[config.mk]
export PLATFORM = sky130hd
export DESIGN_NAME = vga_sincronizador_flat
export DESIGN_NICKNAME = d
export VERILOG_FILES = /design/src/rtl/vga_pkg.sv /design/src/rtl/vga_sincronizador_if.sv /design/src/rtl/vga_sincronizador_contador.sv /design/src/rtl/vga_sincronizador.sv /design/src/flat_wrapper.sv
export SDC_FILE = /design/constraint.sdc
export NUM_CORES = 1
export LEC_CHECK = 0
export BUFFER_PORTS_ARGS = -buffer_cell sky130_fd_sc_hd__clkbuf_2
export CORE_ASPECT_RATIO = 0.7
export CORE_MARGIN = 5
export CORE_UTILIZATION = 31
export CTS_BUF_LIST = sky130_fd_sc_hd__clkbuf_16
export DETAILED_ROUTE_END_ITERATION = 6
export SLEW_MARGIN = 10
export SYNTH_ARGS = -nofsm -noshare
export SYNTH_HDL_FRONTEND = slang
export SYNTH_SLANG_ARGS = --single-unit
[constraint.sdc]
create_clock -name clk -period 2.25 [get_ports clk]
set_input_delay 0.225 -clock clk [delete_from_list [all_inputs] [get_ports clk]]
set_output_delay 0.225 -clock clk [all_outputs]
set_load 0.01 [all_outputs]
[src/rtl/vga_pkg.sv]
// Shared VGA 640x480@60 timing and board-grid constants.
// Imported by the sync generator and the renderers.
package vga_pkg;

    localparam int CW = 10;

    localparam int H_ATIVO  = 640;
    localparam int H_FRENTE = 16;
    localparam int H_SYNC   = 96;
    localparam int H_TRAS   = 48;
    localparam int V_ATIVO  = 480;
    localparam int V_FRENTE = 10;
    localparam int V_SYNC   = 2;
    localparam int V_TRAS   = 33;

    localparam int H_TOTAL =
        H_ATIVO + H_FRENTE + H_SYNC + H_TRAS;
    localparam int V_TOTAL =
        V_ATIVO + V_FRENTE + V_SYNC + V_TRAS;

    // Board grid geometry used by the renderers
    localparam int CEL_LARG     = 54;
    localparam int CEL_ALT      = 49;
    localparam int GRADE_ORIGEM = 16;
    localparam int PASSO_X      = 62;
    localparam int PASSO_Y      = 57;

endpackage

[src/rtl/vga_sincronizador_if.sv]
// Timing bundle from the sync generator to the renderers
// and the board connector.
interface vga_sincronizador_if;
    import vga_pkg::*;

    logic [CW-1:0] linha;
    logic [CW-1:0] coluna;
    logic          areaAtiva;
    logic          hsync;
    logic          vsync;
    logic          inicioQuadro;

    modport master (
        output linha, coluna, areaAtiva,
        output hsync, vsync, inicioQuadro
    );

    modport slave (
        input linha, coluna, areaAtiva,
        input hsync, vsync, inicioQuadro
    );

endinterface

[src/rtl/vga_sincronizador_contador.sv]
// Modulo-N counter with enable, reset to N-1 and terminal count.
// o_prox exposes the value the counter takes on the next edge.
module vga_contador
    import vga_pkg::*;
#(
    parameter int N = 800
) (
    input  logic          clk,
    input  logic          rst_n,
    input  logic          i_en,
    output logic [CW-1:0] o_cnt,
    output logic [CW-1:0] o_prox,
    output logic          o_tc
);

    localparam logic [CW-1:0] MAX = CW'(N - 1);

    logic [CW-1:0] r_cnt;
    logic [CW-1:0] w_prox;
    logic          w_tc;

    always_comb begin
        w_tc   = (r_cnt == MAX);
        w_prox = r_cnt;
        if (i_en)
            w_prox = w_tc ? '0 : r_cnt + CW'(1);
    end

    always_ff @(posedge clk or negedge rst_n) begin
        if (!rst_n)
            r_cnt <= MAX;
        else
            r_cnt <= w_prox;
    end

    assign o_cnt  = r_cnt;
    assign o_prox = w_prox;
    assign o_tc   = w_tc;

endmodule

[src/rtl/vga_sincronizador.sv]
// VGA 640x480@60 timing generator with registered, aligned decodes.
// Optional macro VGA_SINCRONIZADOR_DIV2_EN: pixel enable on every 2nd clk.
module vga_sincronizador #(
    parameter int H_ATIVO  = vga_pkg::H_ATIVO,
    parameter int H_FRENTE = vga_pkg::H_FRENTE,
    parameter int H_SYNC   = vga_pkg::H_SYNC,
    parameter int H_TRAS   = vga_pkg::H_TRAS,
    parameter int V_ATIVO  = vga_pkg::V_ATIVO,
    parameter int V_FRENTE = vga_pkg::V_FRENTE,
    parameter int V_SYNC   = vga_pkg::V_SYNC,
    parameter int V_TRAS   = vga_pkg::V_TRAS
) (
    input  logic                  clk,
    input  logic                  rst_n,
    vga_sincronizador_if.master   o_vga
);
    import vga_pkg::*;

    localparam int HT = H_ATIVO + H_FRENTE + H_SYNC + H_TRAS;
    localparam int VT = V_ATIVO + V_FRENTE + V_SYNC + V_TRAS;

    localparam logic [CW-1:0] HA  = CW'(H_ATIVO);
    localparam logic [CW-1:0] VA  = CW'(V_ATIVO);
    localparam logic [CW-1:0] HSI = CW'(H_ATIVO + H_FRENTE);
    localparam logic [CW-1:0] HSF = CW'(H_ATIVO + H_FRENTE + H_SYNC - 1);
    localparam logic [CW-1:0] VSI = CW'(V_ATIVO + V_FRENTE);
    localparam logic [CW-1:0] VSF = CW'(V_ATIVO + V_FRENTE + V_SYNC - 1);

    logic          w_pe;
    logic          w_ven;
    logic [CW-1:0] w_h;
    logic [CW-1:0] w_v;
    logic [CW-1:0] w_hprox;
    logic [CW-1:0] w_vprox;
    logic          w_htc;
    logic          w_vtc;

    logic          r_area;
    logic          r_hs;
    logic          r_vs;
    logic          r_ini;

`ifdef VGA_SINCRONIZADOR_DIV2_EN
    logic r_div;

    always_ff @(posedge clk or negedge rst_n) begin
        if (!rst_n)
            r_div <= 1'b0;
        else
            r_div <= !r_div;
    end

    assign w_pe = r_div;
`else
    assign w_pe = 1'b1;
`endif

    assign w_ven = w_pe & w_htc;

    vga_contador #(.N(HT)) u_h (
        .clk    (clk),
        .rst_n  (rst_n),
        .i_en   (w_pe),
        .o_cnt  (w_h),
        .o_prox (w_hprox),
        .o_tc   (w_htc)
    );

    vga_contador #(.N(VT)) u_v (
        .clk    (clk),
        .rst_n  (rst_n),
        .i_en   (w_ven),
        .o_cnt  (w_v),
        .o_prox (w_vprox),
        .o_tc   (w_vtc)
    );

    // Decoding next-state keeps flags aligned with linha/coluna
    always_ff @(posedge clk or negedge rst_n) begin
        if (!rst_n) begin
            r_area <= 1'b0;
            r_hs   <= 1'b1;
            r_vs   <= 1'b1;
            r_ini  <= 1'b0;
        end else begin
            r_area <= (w_hprox < HA) && (w_vprox < VA);
            r_hs   <= !((w_hprox >= HSI) && (w_hprox <= HSF));
            r_vs   <= !((w_vprox >= VSI) && (w_vprox <= VSF));
            r_ini  <= w_ven & w_vtc;
        end
    end

    assign o_vga.linha        = w_h;
    assign o_vga.coluna       = w_v;
    assign o_vga.areaAtiva    = r_area;
    assign o_vga.hsync        = r_hs;
    assign o_vga.vsync        = r_vs;
    assign o_vga.inicioQuadro = r_ini;

endmodule

[src/flat_wrapper.sv]
// flat-port wrapper written by rule: the top's interface ports become plain ports
module vga_sincronizador_flat import vga_pkg::*;
#(
    parameter int H_ATIVO  = vga_pkg::H_ATIVO,
    parameter int H_FRENTE = vga_pkg::H_FRENTE,
    parameter int H_SYNC   = vga_pkg::H_SYNC,
    parameter int H_TRAS   = vga_pkg::H_TRAS,
    parameter int V_ATIVO  = vga_pkg::V_ATIVO,
    parameter int V_FRENTE = vga_pkg::V_FRENTE,
    parameter int V_SYNC   = vga_pkg::V_SYNC,
    parameter int V_TRAS   = vga_pkg::V_TRAS
)
  (clk, rst_n, o_vga_linha, o_vga_coluna, o_vga_areaAtiva, o_vga_hsync, o_vga_vsync, o_vga_inicioQuadro);
  vga_sincronizador_if o_vga_i ();
  input  logic clk;
  input  logic rst_n;
  output wire logic [$bits(o_vga_i.linha)-1:0] o_vga_linha;
  output wire logic [$bits(o_vga_i.coluna)-1:0] o_vga_coluna;
  output wire logic [$bits(o_vga_i.areaAtiva)-1:0] o_vga_areaAtiva;
  output wire logic [$bits(o_vga_i.hsync)-1:0] o_vga_hsync;
  output wire logic [$bits(o_vga_i.vsync)-1:0] o_vga_vsync;
  output wire logic [$bits(o_vga_i.inicioQuadro)-1:0] o_vga_inicioQuadro;
  assign o_vga_linha = o_vga_i.linha;
  assign o_vga_coluna = o_vga_i.coluna;
  assign o_vga_areaAtiva = o_vga_i.areaAtiva;
  assign o_vga_hsync = o_vga_i.hsync;
  assign o_vga_vsync = o_vga_i.vsync;
  assign o_vga_inicioQuadro = o_vga_i.inicioQuadro;
  vga_sincronizador #(.H_ATIVO(H_ATIVO), .H_FRENTE(H_FRENTE), .H_SYNC(H_SYNC), .H_TRAS(H_TRAS), .V_ATIVO(V_ATIVO), .V_FRENTE(V_FRENTE), .V_SYNC(V_SYNC), .V_TRAS(V_TRAS)) u_core (.clk(clk), .rst_n(rst_n), .o_vga(o_vga_i));
endmodule
==> impl_metrics.toml <==
[run_status]
outcome = "completed"

[global_route]
track_usage_pct = 12.2
grt_pass1_wl_um = 5530
grt-ovfl-total = 0
grt_max_degree = 25
grt_pass1_vias = 1124
antenna_found_initial = 0

[yosys]
synthTopCellsByArea = "dfstp_2, dfrtp_1, nand2_1"
synth_mux_area_share_pct = 1.57
ys_ff_latch = 24
yosysWarnings = 0
syn-cell-area_mm2 = 0.00136
synth_xor_area_share_pct = 6.46
yosysTopAreaCell = "dfstp_2"
synth_compound_area_share_pct = 12.7
synth_edf_count = 0
yosysTopAreaCellShare_pct = 23.2
synth_nets = 143
yosys.cell_types.count = 42
synth_adder_area_share_pct = 3.69
synth_top_family_by_area = "simple AND/OR/NAND/NOR gates"
syn_avg_cell_area_um2 = 9.90
syn_inst = 137
synth_ff_type = "dfstp_2"
synth-simple-area-share_pct = 26.5
async_flop_share_pct = 100
yosysSeqAreaShare_pct = 45.4

[cts]
path_clk_slew_ns = 0.07
clk_latency_ns = 0.26
cts_made_buffers = 3
cts_tree = "yes"
h-tree-depth = 1
clockBufferDepth = 2
root_buffer = "clkbuf_16"
clock-sinks = 24

[critical_path]
timing.rr.start = "u_core.u_h.o_cnt[0]"
r2r_slack_ns = 0.11
end_kind = "register"
timing.critical_path.required_ns = 2.43
slowest_delay_ns = 0.57
critPathLaunch = "u_core.u_h.o_cnt[0]"
path_max_fanout = 4
path_buf_inv = 0
crit_type = "reg -> reg"
crit_chain = "ha_4 -> nand4_1 -> or4_4 -> o21ba_2 -> o221a_1 -> nor3_2"
crit_family = "simple AND/OR/NAND/NOR gates"
r2r_end = "u_core.o_vga.areaAtiva"
ff2ff_path_depth = 6
cp.depth = 6
endpoint = "u_core.o_vga.areaAtiva"
cpMaxStageDelayCell = "dfstp_2"
cp.arrival_ns = 2.32
cp-start-kind = "register"

[layout]
utilization_pct = 41.1
areaGrowthSynthToFinish_pct = 29.8
drive_gt1_share_pct = 37.0
multiInputGateArea_um2 = 731
seq_area_um2 = 616
stdcell_area_mm2 = 0.00176
nFillCells = 431
nets = 180
antenna_cells = 0

[timing]
slew_headroom_pct = 60.5
setup_viol = 0
fin_skew_ns = 0.00753
tightest_slew_ns = 0.593
fin_setup_tns_ns = 0
fin_crit_ns = 2.14
drv_slew = 0
max_freq_ghz = 0.468
period_share_pct = 95.1
rsz0062_at_grt = "no"
hold_violations = 0

[power]
p_seq_share_pct = 45.7
ir_drop_uv = 361
swShare_pct = 16.8
internal-power_w = 0.000788
combinationalPowerShare_pct = 1.0
switchingPower_w = 0.000159
power.leakage_nw = 0.780
powerDensity_mw_per_mm2 = 538
p_clk_share_pct = 53.3

[drt]
totalWireLength_um = 3390
dr.pass1.iters = 4
detail_route.wl_per_cell_um = 14.9
drc_errors = 0
postRouteAntennaNets = 0
via_per_inst = 5.21
vias = 1189
drtIter0Drc = 175

[floorplan]
start_util_pct = 31.7
rows = 20
core_area_mm2 = 0.00428
io_pins = 26
die_area_mm2 = 0.00582
die_x_um = 89.1
die_y_um = 65.3

[place]
port_buffers = 25
place_area_mm2 = 0.00160
hpwl_um = 2480
gp_congestion = 0.870

[flow_run]
drv_cap = 0

[worst_hold_path]
min_path_type = "in -> async"
## Yosys cell counts (2+ instances only)
master,instances
nand2_1,14
dfrtp_1,12
dfstp_2,12
nor2_1,10
nand3_1,8
inv_1,6
nand4_1,6
xor2_1,6
o21ai_0,5
a21oi_1,4
ha_1,4
nor3_1,4
xnor2_1,4
o31a_1,3
or4_1,3
clkbuf_1,2
nand3b_1,2
nor3_2,2
nor3b_1,2
o2111ai_1,2
o21a_1,2
o31ai_1,2
or2_2,2
or3_1,2
## repair_timing
action / 4_1_cts / 5_1_grt
gates resized for setup: 0 / 5
hold buffers: 1 / 0
endpoints found under the hold margin: 12 / 0
setup endpoints to repair: 0 / 2
buffers inserted: 0 / 2
## cell usage in the layout, fill, tap and decap left out, types with 3 or more instances in the layout
cell type  count
clkbuf_2      25
nand2_1       14
dfrtp_1       12
dfstp_2       12
buf_4         11
nor2_1        10
nand3_1        8
inv_1          6
nand4_1        6
xor2_1         6
nor3_1         4
o21ai_0        4
a21oi_1        4
xnor2_1        4
o31a_1         3
ha_1           3
clkbuf_16      3
## power by group through the flow
stage	Clock [W]	Combinational (W)	Sequential (W)
4_1_cts	0.000514	0.0000108	0.000433
5_1_grt	0.000537	0.0000121	0.000432
3_3_place_gp	0	0.00000906	0.000440
3_5_place_dp	0	0.00000944	0.000440
6_report	0.000505	0.00000994	0.000433
2_1_floorplan	0	0.000000000284	0.000440
## flip-flops by register name, indices dropped and copies added, names as in the netlist
signal	cells
u_core.o_vga.areaAtiva	1
u_core.o_vga.hsync	1
u_core.o_vga.inicioQuadro	1
u_core.o_vga.vsync	1
u_core.u_h.o_cnt	10
u_core.u_v.o_cnt	10
## through the flow
step	total power (W)	hold slack, ns	setup slack [ns]	std cells
detailed placement	0.000449	0.259	0.0266	221
finish	0.000947	0.504	0.111	228
global route	0.000982	0.562	0.0207	228
CTS	0.000957	0.525	0.00622	226
floorplan	0.000440	-0.0706	0.00488	137
global placement	0.000449	0.248	0.119	221
## logic make-up after synthesis
family / after synthesis
adders and majority gates: 4
and+or+nand+nor: 62
DFF: 24
muxes: 2
AOI/OAI and AO/OA: 24
xor gates and xnor gates: 10
buffers and inverters: 11
## cell type report
type | count | area share (%)
Timing Repair Buffer | 37 | 12.4
Inverter | 6 | 1.28
Sequential cell | 24 | 35.0
Tap cell | 55 | 3.91
Multi-Input combinational cell | 102 | 41.5
Clock buffer | 3 | 4.26
Clock inverter | 1 | 1.71
## metal layers
metal / track usage, % / vias to the layer above / routed length, um
li1: - / 577 / -
met1: 16.8 / 567 / 1500
met2: 18.7 / 43 / 1630
met3: 4.14 / 2 / 254
met4: 2.42 / 0 / 10
met5: 0 / - / 0
## worst min-delay path by stage
stage	endpoint	slack [ns]	start
2_1_floorplan	u_core.o_vga.areaAtiva	-0.07	rst_n
3_3_place_gp	u_core.u_v.o_cnt[8]	0.25	rst_n
3_5_place_dp	u_core.u_v.o_cnt[8]	0.26	rst_n
4_1_cts	u_core.u_v.o_cnt[1]	0.52	rst_n
5_1_grt	u_core.u_v.o_cnt[9]	0.56	u_core.u_v.o_cnt[9]
6_report	u_core.u_v.o_cnt[1]	0.50	rst_n
## worst register-to-register path: stages (launching register included)
cell	delay, ns
dfstp_2	0.57
ha_4	0.15
nand4_1	0.14
or4_4	0.55
o21ba_2	0.24
o221a_1	0.24
nor3_2	0.17
(Power assumes the default switching activity.)
